### src/rtl/hack_uart_rx.sv
// Memory-mapped 8N1 UART receiver for the Hack I/O page: deserialises uart_rx into a byte FIFO
// read through DATA/STATUS registers. Define HACK_UART_RX_PARITY_EN for 8E1 framing with a perr flag.
module hack_uart_rx #(
    parameter int          CLK_HZ      = 27000000,
    parameter int          BAUD        = 115200,
    parameter int          FIFO_DEPTH  = 16,
    parameter logic [15:0] DATA_ADDR   = 16'h6003,
    parameter logic [15:0] STATUS_ADDR = 16'h6002
) (
    input  logic        clk,
    input  logic        reset,
    input  logic        uart_rx,
    input  logic [15:0] address_m,
    input  logic [15:0] out_m,
    input  logic        load_m,
    output logic [15:0] rd_data,
    output logic        rd_hit,
    output logic [2:0]  dbg_state_o
);

    localparam int DIV = (CLK_HZ + BAUD / 2) / BAUD;
    localparam int AW  = $clog2(FIFO_DEPTH);
    // IDLE spends one cycle detecting the falling edge, so the start reload is one short
    // to land the start-bit sample DIV/2 cycles after rx_s falls.
    localparam logic [15:0] START_LOAD = 16'(DIV / 2 - 2);
    localparam logic [15:0] BIT_LOAD   = 16'(DIV - 1);

    typedef enum logic [2:0] {
        S_IDLE      = 3'd0,
        S_START     = 3'd1,
        S_DATA      = 3'd2,
        S_PARITY    = 3'd3,
        S_STOP      = 3'd4,
        S_WAIT_IDLE = 3'd5
    } state_t;

    // Handshake: the receiver offers a byte for exactly one cycle (push); the FIFO always
    // accepts it unless full with no pop, in which case the byte is dropped and ovf is set.

    logic        rx_meta_q;
    logic        rx_s_q;
    state_t      state_q;
    logic [15:0] cnt_q;
    logic [2:0]  bit_q;
    logic [7:0]  sh_q;
    logic        par_bad_q;

    logic [7:0]  mem_q [FIFO_DEPTH];
    logic [AW-1:0] wr_ptr_q;
    logic [AW-1:0] rd_ptr_q;
    logic [AW:0] count_q;
    logic        ovf_q;
    logic        ferr_q;
    logic        perr;

    logic        is_data;
    logic        is_status;
    logic        not_empty;
    logic        full;
    logic        pop;
    logic        clr;
    logic        stop_tick;
    logic        push;
    logic        push_ok;
    logic        ovf_evt;
    logic        ferr_evt;

    always_ff @(posedge clk) begin
        if (!reset) begin
            rx_meta_q <= 1'b1;
            rx_s_q    <= 1'b1;
        end else begin
            rx_meta_q <= uart_rx;
            rx_s_q    <= rx_meta_q;
        end
    end

    always_ff @(posedge clk) begin
        if (!reset) begin
            state_q   <= S_IDLE;
            cnt_q     <= 16'd0;
            bit_q     <= 3'd0;
            sh_q      <= 8'd0;
            par_bad_q <= 1'b0;
        end else begin
            case (state_q)
                S_IDLE: begin
                    if (!rx_s_q) begin
                        state_q <= S_START;
                        cnt_q   <= START_LOAD;
                    end
                end
                S_START: begin
                    if (cnt_q == 16'd0) begin
                        if (!rx_s_q) begin
                            state_q   <= S_DATA;
                            cnt_q     <= BIT_LOAD;
                            bit_q     <= 3'd0;
                            par_bad_q <= 1'b0;
                        end else begin
                            state_q <= S_IDLE;
                            cnt_q   <= 16'd0;
                        end
                    end else begin
                        cnt_q <= cnt_q - 16'd1;
                    end
                end
                S_DATA: begin
                    if (cnt_q == 16'd0) begin
                        sh_q  <= {rx_s_q, sh_q[7:1]};
                        cnt_q <= BIT_LOAD;
                        if (bit_q == 3'd7) begin
`ifdef HACK_UART_RX_PARITY_EN
                            state_q <= S_PARITY;
`else
                            state_q <= S_STOP;
`endif
                        end else begin
                            bit_q <= bit_q + 3'd1;
                        end
                    end else begin
                        cnt_q <= cnt_q - 16'd1;
                    end
                end
                S_PARITY: begin
                    if (cnt_q == 16'd0) begin
                        par_bad_q <= (^sh_q) != rx_s_q;
                        state_q   <= S_STOP;
                        cnt_q     <= BIT_LOAD;
                    end else begin
                        cnt_q <= cnt_q - 16'd1;
                    end
                end
                S_STOP: begin
                    if (cnt_q == 16'd0) begin
                        state_q <= rx_s_q ? S_IDLE : S_WAIT_IDLE;
                        cnt_q   <= 16'd0;
                    end else begin
                        cnt_q <= cnt_q - 16'd1;
                    end
                end
                S_WAIT_IDLE: begin
                    if (rx_s_q) begin
                        state_q <= S_IDLE;
                        cnt_q   <= 16'd0;
                    end
                end
                default: begin
                    state_q <= S_IDLE;
                    cnt_q   <= 16'd0;
                end
            endcase
        end
    end

    assign dbg_state_o = state_q;

    assign is_data   = (address_m == DATA_ADDR);
    assign is_status = (address_m == STATUS_ADDR);
    assign not_empty = (count_q != '0);
    assign full      = (count_q == (AW + 1)'(FIFO_DEPTH));
    assign pop       = load_m && is_data && not_empty;
    assign clr       = load_m && is_status;
    assign stop_tick = (state_q == S_STOP) && (cnt_q == 16'd0);
    assign push      = stop_tick && rx_s_q && !par_bad_q;
    assign ferr_evt  = stop_tick && !rx_s_q;
    // A pop in the same cycle frees the slot first, so a push into a full FIFO still lands.
    assign push_ok   = push && (!full || pop);
    assign ovf_evt   = push && full && !pop;

    always_ff @(posedge clk) begin
        if (push_ok) begin
            mem_q[wr_ptr_q] <= sh_q;
        end
    end

    always_ff @(posedge clk) begin
        if (!reset) begin
            wr_ptr_q <= '0;
            rd_ptr_q <= '0;
            count_q  <= '0;
        end else begin
            if (pop) begin
                rd_ptr_q <= rd_ptr_q + AW'(1);
            end
            if (push_ok) begin
                wr_ptr_q <= wr_ptr_q + AW'(1);
            end
            if (push_ok && !pop) begin
                count_q <= count_q + (AW + 1)'(1);
            end else if (pop && !push_ok) begin
                count_q <= count_q - (AW + 1)'(1);
            end
        end
    end

    // Sticky flags: a clear and a new event in the same cycle leave the flag set.
    always_ff @(posedge clk) begin
        if (!reset) begin
            ovf_q  <= 1'b0;
            ferr_q <= 1'b0;
        end else begin
            ovf_q  <= (ovf_q  & ~(clr & out_m[1])) | ovf_evt;
            ferr_q <= (ferr_q & ~(clr & out_m[2])) | ferr_evt;
        end
    end

`ifdef HACK_UART_RX_PARITY_EN
    logic perr_q;
    logic perr_evt;
    logic unused_bits;

    assign perr_evt    = (state_q == S_PARITY) && (cnt_q == 16'd0) && ((^sh_q) != rx_s_q);
    assign perr        = perr_q;
    assign unused_bits = ^{out_m[15:4], out_m[0]};

    always_ff @(posedge clk) begin
        if (!reset) begin
            perr_q <= 1'b0;
        end else begin
            perr_q <= (perr_q & ~(clr & out_m[3])) | perr_evt;
        end
    end
`else
    logic unused_bits;

    assign perr        = 1'b0;
    assign unused_bits = ^{out_m[15:3], out_m[0], par_bad_q};
`endif

    always_comb begin
        rd_data = 16'h0000;
        rd_hit  = is_data || is_status;
        if (is_data) begin
            if (not_empty) begin
                rd_data = {8'h00, mem_q[rd_ptr_q]};
            end
        end else if (is_status) begin
            rd_data = {12'b0, perr, ferr_q, ovf_q, not_empty};
        end
    end

endmodule

### config.mk
export PLATFORM = sky130hd
export DESIGN_NAME = hack_uart_rx
export DESIGN_NICKNAME = d
export VERILOG_FILES = /design/src/rtl/hack_uart_rx.sv
export SDC_FILE = /design/constraint.sdc
export NUM_CORES = 1
export LEC_CHECK = 0
export CAP_MARGIN = 20
export CORE_MARGIN = 2
export CORE_UTILIZATION = 35
export DETAILED_ROUTE_END_ITERATION = 7
export GPL_TIMING_DRIVEN = 0
export PLACE_DENSITY = 0.49
export SLEW_MARGIN = 25
export SYNTH_ARGS = -nofsm -noshare
export SYNTH_HDL_FRONTEND = slang
export SYNTH_SLANG_ARGS = --single-unit
### constraint.sdc
create_clock -name clk -period 4.5 [get_ports clk]
set_input_delay 0.9 -clock clk [delete_from_list [all_inputs] [get_ports clk]]
set_output_delay 0.9 -clock clk [all_outputs]
set_load 0.005 [all_outputs]
After elaboration in Yosys (flattened, before gate mapping)
Memory sizes are Yosys's and may differ from the RTL's. A register that Yosys moved wholly into a read port is not among the register bits.
Index checks and enable logic that the tools add are counted.
{"block": "op_classes", "addsub": 6, "n_eq_ne": 19, "muxes": 35, "bitwise": 8, "n_reduce_logical": 32}
{"op": "$mux W16", "n": 6}
{"op": "$pmux W16 S5", "n": 1}
{"op": "$mux W3", "n": 13}
{"op": "$eq A16 B15 Y1 const B", "n": 2}
{"op": "$ne A2 B2 Y1 const B", "n": 9}
{"op": "$pmux W3 S6", "n": 1}
{"op": "$logic_not A16 Y1", "n": 1}
{"op": "$mux W8", "n": 2}
{"op": "$sub A16 B1 Y16 const B", "n": 1}
{"op": "$logic_and A1 B1 Y1", "n": 12}
{"op": "$mux W5", "n": 2}
{"op": "$eq A3 B3 Y1 const B", "n": 3}
{"op": "$add A4 B1 Y4 const B", "n": 2}
{"op": "$mux W4", "n": 2}
{"op": "$reduce_xor A8 Y1", "n": 1}
{"op": "$reduce_and A7 Y1", "n": 1}
{"op": "$eq A3 B2 Y1 const B", "n": 2}
{"op": "$pmux W3 S2", "n": 1}
{"op": "$reduce_bool A2 Y1", "n": 3}
{"op": "$add A5 B1 Y5 const B", "n": 1}
{"op": "$eq A5 B5 Y1 const B", "n": 1}
{"op": "$logic_not A1 Y1", "n": 5}
{"op": "$mux W1", "n": 5}
{"op": "$reduce_and A5 Y1", "n": 1}
{"op": "other kinds (15)", "n": 22}
{"block": "word_totals", "ff_bits": 48, "ramBits": 128, "word_cells": 113, "memories": 1}
{"name": "mem_q", "words": 16, "word_bits": 8, "rd": 1, "rd_clocked_by_memory_dff": 1, "wr": 1, "line": "48", "rtl": "logic [7:0] mem_q [FIFO_DEPTH];"}

Depth between registers and ports, before layout
Gate-level depths: netlist of run 1.
{"block": "depth", "depth_word": 9, "mapped_depth": 14}

Worst setup path after synthesis of run 1
No wires, ideal clock.
{"block": "synth_timing", "path_kind": "input to register", "startpoint": "input address_m[5]", "endpoint": "register count_q[4]", "setup_time_ns": 0.070, "arrival_time_ns": 3.374, "required_ns": 4.430, "path_slack_ns": 1.056, "cell_stages": 13, "cell_sequence": "nor4b_1 > nand4_1 > clkbuf_1 > nor3_1 > inv_1 > ha_1 > inv_1 > ha_1 > a21o_1 > a21oi_1 > xnor2_1 > or3_1 > a21oi_1"}
{"block": "synth_between", "elab_chain_len": 8}
{"item": "start: declaration", "line": "13", "rtl": "input logic [15:0] address_m,"}
{"item": "$eq A16 B15 Y1 (*)", "line": "158", "rtl": "assign is_data = (address_m == DATA_ADDR);"}
{"item": "$logic_and A1 B1 Y1 (*) (2 in series)", "line": "162", "rtl": "assign pop = load_m && is_data && not_empty;"}
{"item": "$logic_or A1 B1 Y1", "line": "168", "rtl": "assign push_ok = push && (!full || pop);"}
{"item": "$logic_and A1 B1 Y1", "line": "168"}
{"item": "$logic_not A1 Y1", "line": "191", "rtl": "end else if (pop && !push_ok) begin"}
{"item": "$logic_and A1 B1 Y1", "line": "191"}
{"item": "$reduce_bool A2 Y1 (no line)"}
{"item": "end signal: assignment", "line": "190", "rtl": "count_q <= count_q + (AW + 1)'(1);"}
{"item": "end signal: assignment", "line": "192", "rtl": "count_q <= count_q - (AW + 1)'(1);"}
{"item": "end: declaration", "line": "51", "rtl": "logic [AW:0] count_q;"}
Every way passes the cells marked *; elsewhere a longest branch is shown, timed or not.
A chain may end at the register's enable or synchronous reset.

Worst setup path after layout of run 1
{"block": "layout_timing", "startpoint": "input address_m[5]", "endpoint": "output rd_data[6]"}
{"block": "layout_between", "elab_chain_len": 2}
{"item": "$eq A16 B15 Y1", "line": "158"}
{"item": "$mux W16", "line": "234", "rtl": "if (is_data) begin"}
{"item": "end: declaration", "line": "16", "rtl": "output logic [15:0] rd_data,"}
No other way between the ends.

==> out/qor.csv, run 1 <==
stage,metric,value,unit
placed_design,port_buffers,33,
timing,finClkSkew,0.00878,ns
setup_path,slowest_stage,clkdlybuf4s50_1,
cells_and_area,nets,686,
power,p_sw,1.19,mW
yosys,ys_warn_count,0,
global_routing,use_met1,21.1,%
clock_tree,cts_root_buf,clkbuf_16,
cells_and_area,areaGrowthSynthToFinish,16.9,%
global_routing,top_usage_layer,met2,
global_routing,grt_usage,15.5,%
detailed_routing,drt_wl_total,17.9,mm
floorplanning,die_area,0.0239,mm^2
power,p_int,2.83,mW
global_routing,grt_pass1_vias,4980,
cells_and_area,drive_gt1_share,16.6,%
detailed_routing,wire_per_inst,19.1,um
detailed_routing,drtIter0Drc,325,
yosys,synth_area,0.00793,mm^2
yosys,async_flop_share,0,%
run,maxCapViolations,0,
detailed_routing,drt_first_pass_iters,5,
global_routing,groute.layer.met3.usage,2.69,%
clock_tree,cts-htree-levels,4,
hold_path,hp-class,flip-flop to flip-flop,
setup_path,reg2reg_slack,0.64,ns
clock_tree,cts.reportedPaths.clkPinSlew,0.07,ns
setup_path,path_cells,clkdlybuf4s50_1 -> nor4b_1 -> nand4_1 -> clkbuf_1 -> a2111oi_0 -> clkdlybuf4s50_1,
floorplanning,row_count,55,
floorplanning,dieWidth,154,um
clock_tree,cts_sinks,180,
global_routing,grt_pass1_wl,28.1,mm
yosys,seq_area_frac_synth,61.6,%
floorplanning,io_pins,56,
setup_path,worstPathRequired,3.60,ns
yosys,syn_inst,575,
timing,max_freq,0.238,GHz
global_routing,grt-ovfl-total,0,
yosys,ys_ff_latch,180,
setup_path,arrival,3.30,ns
floorplanning,die_y,154,um
setup_path,crit_path_max_incr_delay,0.61,ns
power,power_leakage,3.04,nW
detailed_routing,vias,4912,
timing,tightestPinTransition,1.04,ns
cells_and_area,diodes,0,
setup_path,critPathTopFamily,buffers and inverters,
power,powerDensity,434,mW/mm^2
global_routing,use_met2,25.4,%
floorplanning,initial_utilization,35.3,%
timing,min_period_over_period,93.3,%
yosys,synth-edff-count,128,
timing,slew_violations,0,
setup_path,worstSetupPathType,primary input to output pin,
placed_design,placed_cells,902,
power,comb_power_share,18.5,%
clock_tree,cts_tree,yes,
power,ir_worst_vdd,0.273,mV
yosys,synth_ff_type,edfxtp_1,
yosys,syn_area_per_cell,13.8,um^2
setup_path,path_max_fanout,10,
timing,setup_violations,0,
setup_path,crit_top_cell,clkdlybuf4s50_1,
clock_tree,cts_max_path_buffers,2,
cells_and_area,fin_cells,934,
timing,hold_viol,0,
setup_path,cp_num_buf_inv,3,
placed_design,dpl_cell_area,0.00868,mm^2
global_routing,antenna_found_initial,0,
timing,rsz0062_at_grt,false,
yosys,synth_top_area_share,48.5,%
power,power_frac_clock,35.1,%
setup_path,critPathLaunchType,primary input,
timing,period_needed,4.20,ns
clock_tree,cts_made_buffers,17,
placed_design,hpwl,12.2,mm
yosys,yosys-top-cells-area,"edfxtp_1 (48%), dfxtp_1 (13%), mux4_2 (11%), xnor2_1 (2.4%), nor2_1 (2.1%)",
timing,slew_headroom,30.7,%
detailed_routing,postRouteAntennaNets,0,
cells_and_area,fin_area,0.00926,mm^2
detailed_routing,drc,0,
detailed_routing,vias_per_cell,5.26,
cells_and_area,final_common_cell,edfxtp_1,
setup_path,cp-end-kind,output pin,
cells_and_area,layout_common_cells,"edfxtp_1 (128), dfxtp_1 (52), nor2_1 (39), mux4_2 (39), clkdlybuf4s50_1 (33)",
yosys,yosys.cell_types.count,58,
power,switching_share,29.6,%
floorplanning,coreArea,0.0224,mm^2
outcome,status,finished clean,
clock_tree,clock_latency,0.42,ns
yosys,yosysTopAreaCell,edfxtp_1,
placed_design,gp_congestion,0.843,
power,power_frac_seq,46.4,%
clock_tree,post_cts_buffers,0,
global_routing,grt_max_degree,20,
==> power groups by stage <==
stage | clock [mW] | combinational [mW] | sequential [mW]
after floorplan | 0 | 0.562 | 1.89
after global placement | 0 | 0.718 | 1.90
after detailed placement | 0 | 0.736 | 1.90
after CTS | 1.45 | 0.743 | 1.87
after global routing | 1.52 | 0.821 | 1.87
final | 1.41 | 0.743 | 1.87
==> synth_stat cells (3+ instances only) <==
master and count:
a211oi_1 3, a21o_1 5, a21oi_1 32, a31oi_1 3, and2_1 5, and3_1 6
buf_1 5, buf_2 5, buf_4 8, clkbuf_1 18, dfxtp_1 52, edfxtp_1 128
ha_1 13, inv_1 15, mux2i_1 6, mux4_2 39, nand2_1 29, nand2b_1 8
nand3_1 21, nand4_1 4, nor2_1 44, nor2b_1 4, nor3_1 16, nor4_1 10
o21ai_0 12, o31ai_1 5, or2_2 3, or3_1 8, or3b_2 3, or4_1 6
xnor2_1 22, xor2_1 5
==> worst reg2reg max path, delay by kind of cell (launching register included) <==
family          cells  cell delay [ns]
flops               1             0.37
fa+ha+maj           3             0.80
compound gates      3             0.49
buf+inv             2             0.32
simple gates        5             1.72
xor+xnor            1             0.09
==> metal layers <==
layer / wire (um) / part of all wire [%] / vias up
met5: 0 / 0 / -
met4: 249 / 1.4 / 0
met3: 596 / 3.3 / 22
met2: 8680 / 49 / 126
met1: 8320 / 47 / 2455
li1: - / - / 2309
==> path summary, 6_finish.rpt <==
kind / start / endpoint / cells past startpoint
max: address_m[5] / rd_data[6] / 6
min: rx_meta_q / rx_s_q / 1
min reg2reg: rx_meta_q / rx_s_q / 1
max reg2reg: cnt_q[0] / count_q[4] / 14
==> sequential cells by signal, indices dropped and copies added (netlist names), named ones only <==
register,cells
bit_q,3
cnt_q,16
count_q,5
dbg_state_o,3
ferr_q,1
mem_q,128
ovf_q,1
par_bad_q,1
rd_ptr_q,4
rx_meta_q,1
rx_s_q,1
sh_q,8
wr_ptr_q,4
==> layout make-up <==
class	instances	area [um^2]
plain buffers	36	181
clock buffers	17	425
clock inverters	15	136
fillers	2046	13200
inverters	16	60.1
multi-input cells	350	2870
flip-flops and latches	180	4880
well taps	285	357
repair buffers	35	345
==> timing repair <==
action,in CTS,in global routing
setup endpoints to repair,0,7
resized for setup,0,6
hold buffers,0,0
==> kinds of logic (layout without fill, tap and decap cells) <==
kind of cell / Yosys count / count (layout) / share of synthesized area [%]
xor gates and xnor gates: 27 / 27 / 2.98
muxes: 45 / 45 / 11.8
DFF: 180 / 180 / 61.6
other: 1 / 8 / 0.0473
adders and majority gates: 14 / 14 / 2.30
and+or+nand+nor: 180 / 180 / 12.3
buffers and inverters: 52 / 119 / 2.92
AOI/OAI and AO/OA: 76 / 76 / 5.95
==> stage by stage <==
stage | TNS [ns] | power [mW] | setup WS (ns) | hold WS [ns] | util, %
after floorplan | 0 | 2.45 | 1.06 | 0.386 | -
after global placement | -4.78 | 2.62 | -0.274 | 0.390 | 38.5
after detailed placement | 0 | 2.64 | 0.0241 | 0.402 | 38.7
after CTS | 0 | 4.06 | 0.00848 | 0.421 | 41.2
after global routing | 0 | 4.21 | 0.0665 | 0.437 | 41.3
final | 0 | 4.02 | 0.301 | 0.420 | 41.3
(Power assumes the default switching activity.)
==> inputs of run 2 (changes only) <==
--- a/config.mk
+++ b/config.mk
@@ -7,10 +7,11 @@
 export LEC_CHECK = 0
 export CAP_MARGIN = 20
 export CORE_MARGIN = 2
-export CORE_UTILIZATION = 35
+export CORE_UTILIZATION = 45
 export DETAILED_ROUTE_END_ITERATION = 7
 export GPL_TIMING_DRIVEN = 0
-export PLACE_DENSITY = 0.49
+export HOLD_SLACK_MARGIN = 0.15
+export PLACE_DENSITY = 0.61
 export SLEW_MARGIN = 25
 export SYNTH_ARGS = -nofsm -noshare
 export SYNTH_HDL_FRONTEND = slang
==> run 2 against run 1 <==
  * Global-route usage is 3.3 points higher
  * Largest cell class unchanged
  * Highest routed layer unchanged
  * Critical path type is now flip-flop to output pin
  * Critical path depth stayed put
  * Sequential cell count stayed put
  * Clock power hardly changed
  * Core utilization is 12 points higher
==> out/qor.csv, run 2 (synthesis gave the netlist of run 1 again) <==
stage,metric,value,unit,change
floorplanning,dieWidth,137,um,was 154 um
setup_path,reg2reg_depth,14,,unchanged
clock_tree,cts.reportedPaths.clkPinSlew,0.07,ns,about the same
placed_design,hpwl,11.5,mm,was 12.2 mm
detailed_routing,drc,0,,unchanged
floorplanning,die_area,0.0187,mm^2,was 0.0239 mm^2
cells_and_area,nets,684,,was 686
power,powerDensity,439,mW/mm^2,was 434 mW/mm^2
global_routing,grt_usage,18.9,%,was 15.5%
clock_tree,cts_max_path_buffers,2,,unchanged
placed_design,port_buffers,33,,unchanged
timing,slew_violations,0,,unchanged
setup_path,arrival,3.47,ns,was 3.30 ns
detailed_routing,drt_wl_total,16.5,mm,was 17.9 mm
timing,setup_violations,0,,unchanged
hold_path,hp-class,flip-flop to flip-flop,,unchanged
cells_and_area,fin_cells,872,,was 934
timing,min_period_over_period,97.1,%,was 93.3%
timing,period_needed,4.37,ns,was 4.20 ns
hold_path,min-delay-start,rx_meta_q,,unchanged
outcome,status,finished clean,,unchanged
global_routing,use_met1,24.5,%,was 21.1%
global_routing,grt_pass1_vias,4893,,was 4980
timing,tns,0,ns,unchanged
setup_path,critPathLaunchType,flip-flop,,was primary input
global_routing,grt-ovfl-total,0,,unchanged
setup_path,crit_path_max_incr_delay,0.65,ns,was 0.61 ns
clock_tree,clock_latency,0.43,ns,was 0.42 ns
global_routing,grt_pass1_wl,26.3,mm,was 28.1 mm
setup_path,cp-end-kind,output pin,,unchanged
timing,tightestPinTransition,0.926,ns,was 1.04 ns
setup_path,worstSetupPathType,flip-flop to output pin,,was primary input to output pin
global_routing,use_met2,31.6,%,was 25.4%
clock_tree,cts_sinks,180,,unchanged
global_routing,grt_max_degree,20,,unchanged
hold_path,whs_path_depth,1,,unchanged
global_routing,groute.layer.met3.usage,3.67,%,was 2.69%
global_routing,antenna_found_initial,0,,unchanged
power,total_power,4.03,mW,was 4.02 mW
floorplanning,row_count,48,,was 55
setup_path,cp_num_buf_inv,3,,unchanged
detailed_routing,drt_first_pass_iters,4,,was 5
run,maxCapViolations,0,,unchanged
timing,hold_viol,0,,unchanged
cells_and_area,areaGrowthSynthToFinish,15.7,%,was 16.9%
detailed_routing,drtIter0Drc,340,,was 325
setup_path,path_cells,clkbuf_1 -> clkbuf_1 -> mux4_2 -> mux4_2 -> and2_1 -> clkdlybuf4s50_1,,was clkdlybuf4s50_1 -> nor4b_1 -> nand4_1 -> clkbuf_1 -> a2111oi_0 -> clkdlybuf4s50_1
detailed_routing,postRouteAntennaNets,0,,unchanged
floorplanning,die_y,137,um,was 154 um
detailed_routing,vias_per_cell,5.64,,was 5.26
clock_tree,cts_made_buffers,17,,unchanged
detailed_routing,wire_per_inst,18.9,um,was 19.1 um
clock_tree,cts_root_buf,clkbuf_16,,unchanged
timing,finClkSkew,0.0136,ns,was 0.00878 ns
floorplanning,coreArea,0.0172,mm^2,was 0.0224 mm^2
timing,slew_headroom,38.0,%,was 30.7%
cells_and_area,layout_common_cells,"edfxtp_1 (128), dfxtp_1 (52), nor2_1 (44)",,"was edfxtp_1 (128), dfxtp_1 (52), nor2_1 (39), mux4_2 (39), clkdlybuf4s50_1 (33)"
timing,max_freq,0.229,GHz,was 0.238 GHz
placed_design,gp_congestion,0.885,,was 0.843
setup_path,path_max_fanout,10,,unchanged
cells_and_area,fillCellCount,1436,,was 2046
detailed_routing,vias,4918,,was 4912
clock_tree,post_cts_buffers,0,,unchanged
cells_and_area,largest_reg_flops,128,,unchanged
setup_path,critPathTopFamily,buffers and inverters,,unchanged
setup_path,r2r_start,cnt_q[0],,unchanged
cells_and_area,drive_gt1_share,15.8,%,was 16.6%
setup_path,slowest_stage,clkbuf_1,,was clkdlybuf4s50_1
power,power_leakage,3.03,nW,was 3.04 nW
floorplanning,initial_utilization,46.0,%,was 35.3%
cells_and_area,largest-register,mem_q,,unchanged
floorplanning,io_pins,56,,unchanged
cells_and_area,final_common_cell,edfxtp_1,,unchanged
power,ir_worst_vdd,0.436,mV,was 0.273 mV
setup_path,worstPathRequired,3.60,ns,about the same
cells_and_area,top_regs,"mem_q (128), cnt_q (16), sh_q (8)",,unchanged
clock_tree,cts_tree,yes,,unchanged
global_routing,top_usage_layer,met2,,unchanged
placed_design,placed_cells,840,,was 902
cells_and_area,diodes,0,,unchanged
setup_path,cp.depth,6,,unchanged
clock_tree,cts-htree-levels,4,,unchanged
timing,rsz0062_at_grt,false,,unchanged
cells_and_area,fin_util,53.2,%,was 41.3%
timing,whs,0.412,ns,was 0.420 ns
[run 2: cell type report]
type                    count  area [um^2]  area share (%)
repair buffers             33          330            3.60
clock inverters            15          145            1.58
multi-input cells         350         2860            31.2
flip-flops and latches    180         4880            53.3
inverters                  16         60.1           0.655
plain buffers              36          180            1.97
well taps                 225          282            3.07
clock buffers              17          425            4.64
[run 2: per-layer routing]
layer	share of wire [%]	up-vias
met5	0	-
met4	1.3	0
met3	3.2	20
met2	52	114
met1	43	2477
li1	-	2307
[run 2: worst reg2reg max path, delay by kind of cell (launching register included)]
family,cells,cell delay [ns]
buf+inv,2,0.29
simple gates,5,1.72
xor+xnor,1,0.10
flops,1,0.34
compound gates,3,0.50
fa+ha+maj,3,0.77
[run 2: final timing paths]
path                     end  slack (ns)
setup / recovery  rd_data[7]        0.13
hold / removal        rx_s_q        0.41
setup reg to reg  count_q[4]        0.69
hold reg to reg       rx_s_q        0.41
[run 2: through the flow]
stage	cell area [um^2]	setup WS, ns
global route	9170	0.00637
finish	9170	0.128
detailed placement	8580	0.00469
CTS	9160	0.0628
global placement	8560	-0.236
floorplan	7950	1.06
[run 2: power breakdown]
group | total (mW) | internal, mW | switching [mW]
sequential | 1.87 | 1.81 | 0.0601
combinational | 0.739 | 0.295 | 0.444
clock | 1.42 | 0.776 | 0.644
total | 4.03 | 2.88 | 1.15
[run 2: what timing repair did]
action | 4_1_cts | 5_1_grt
hold buffers | 0 | 0
gates resized for setup | 0 | 4
setup endpoints to repair | 0 | 6
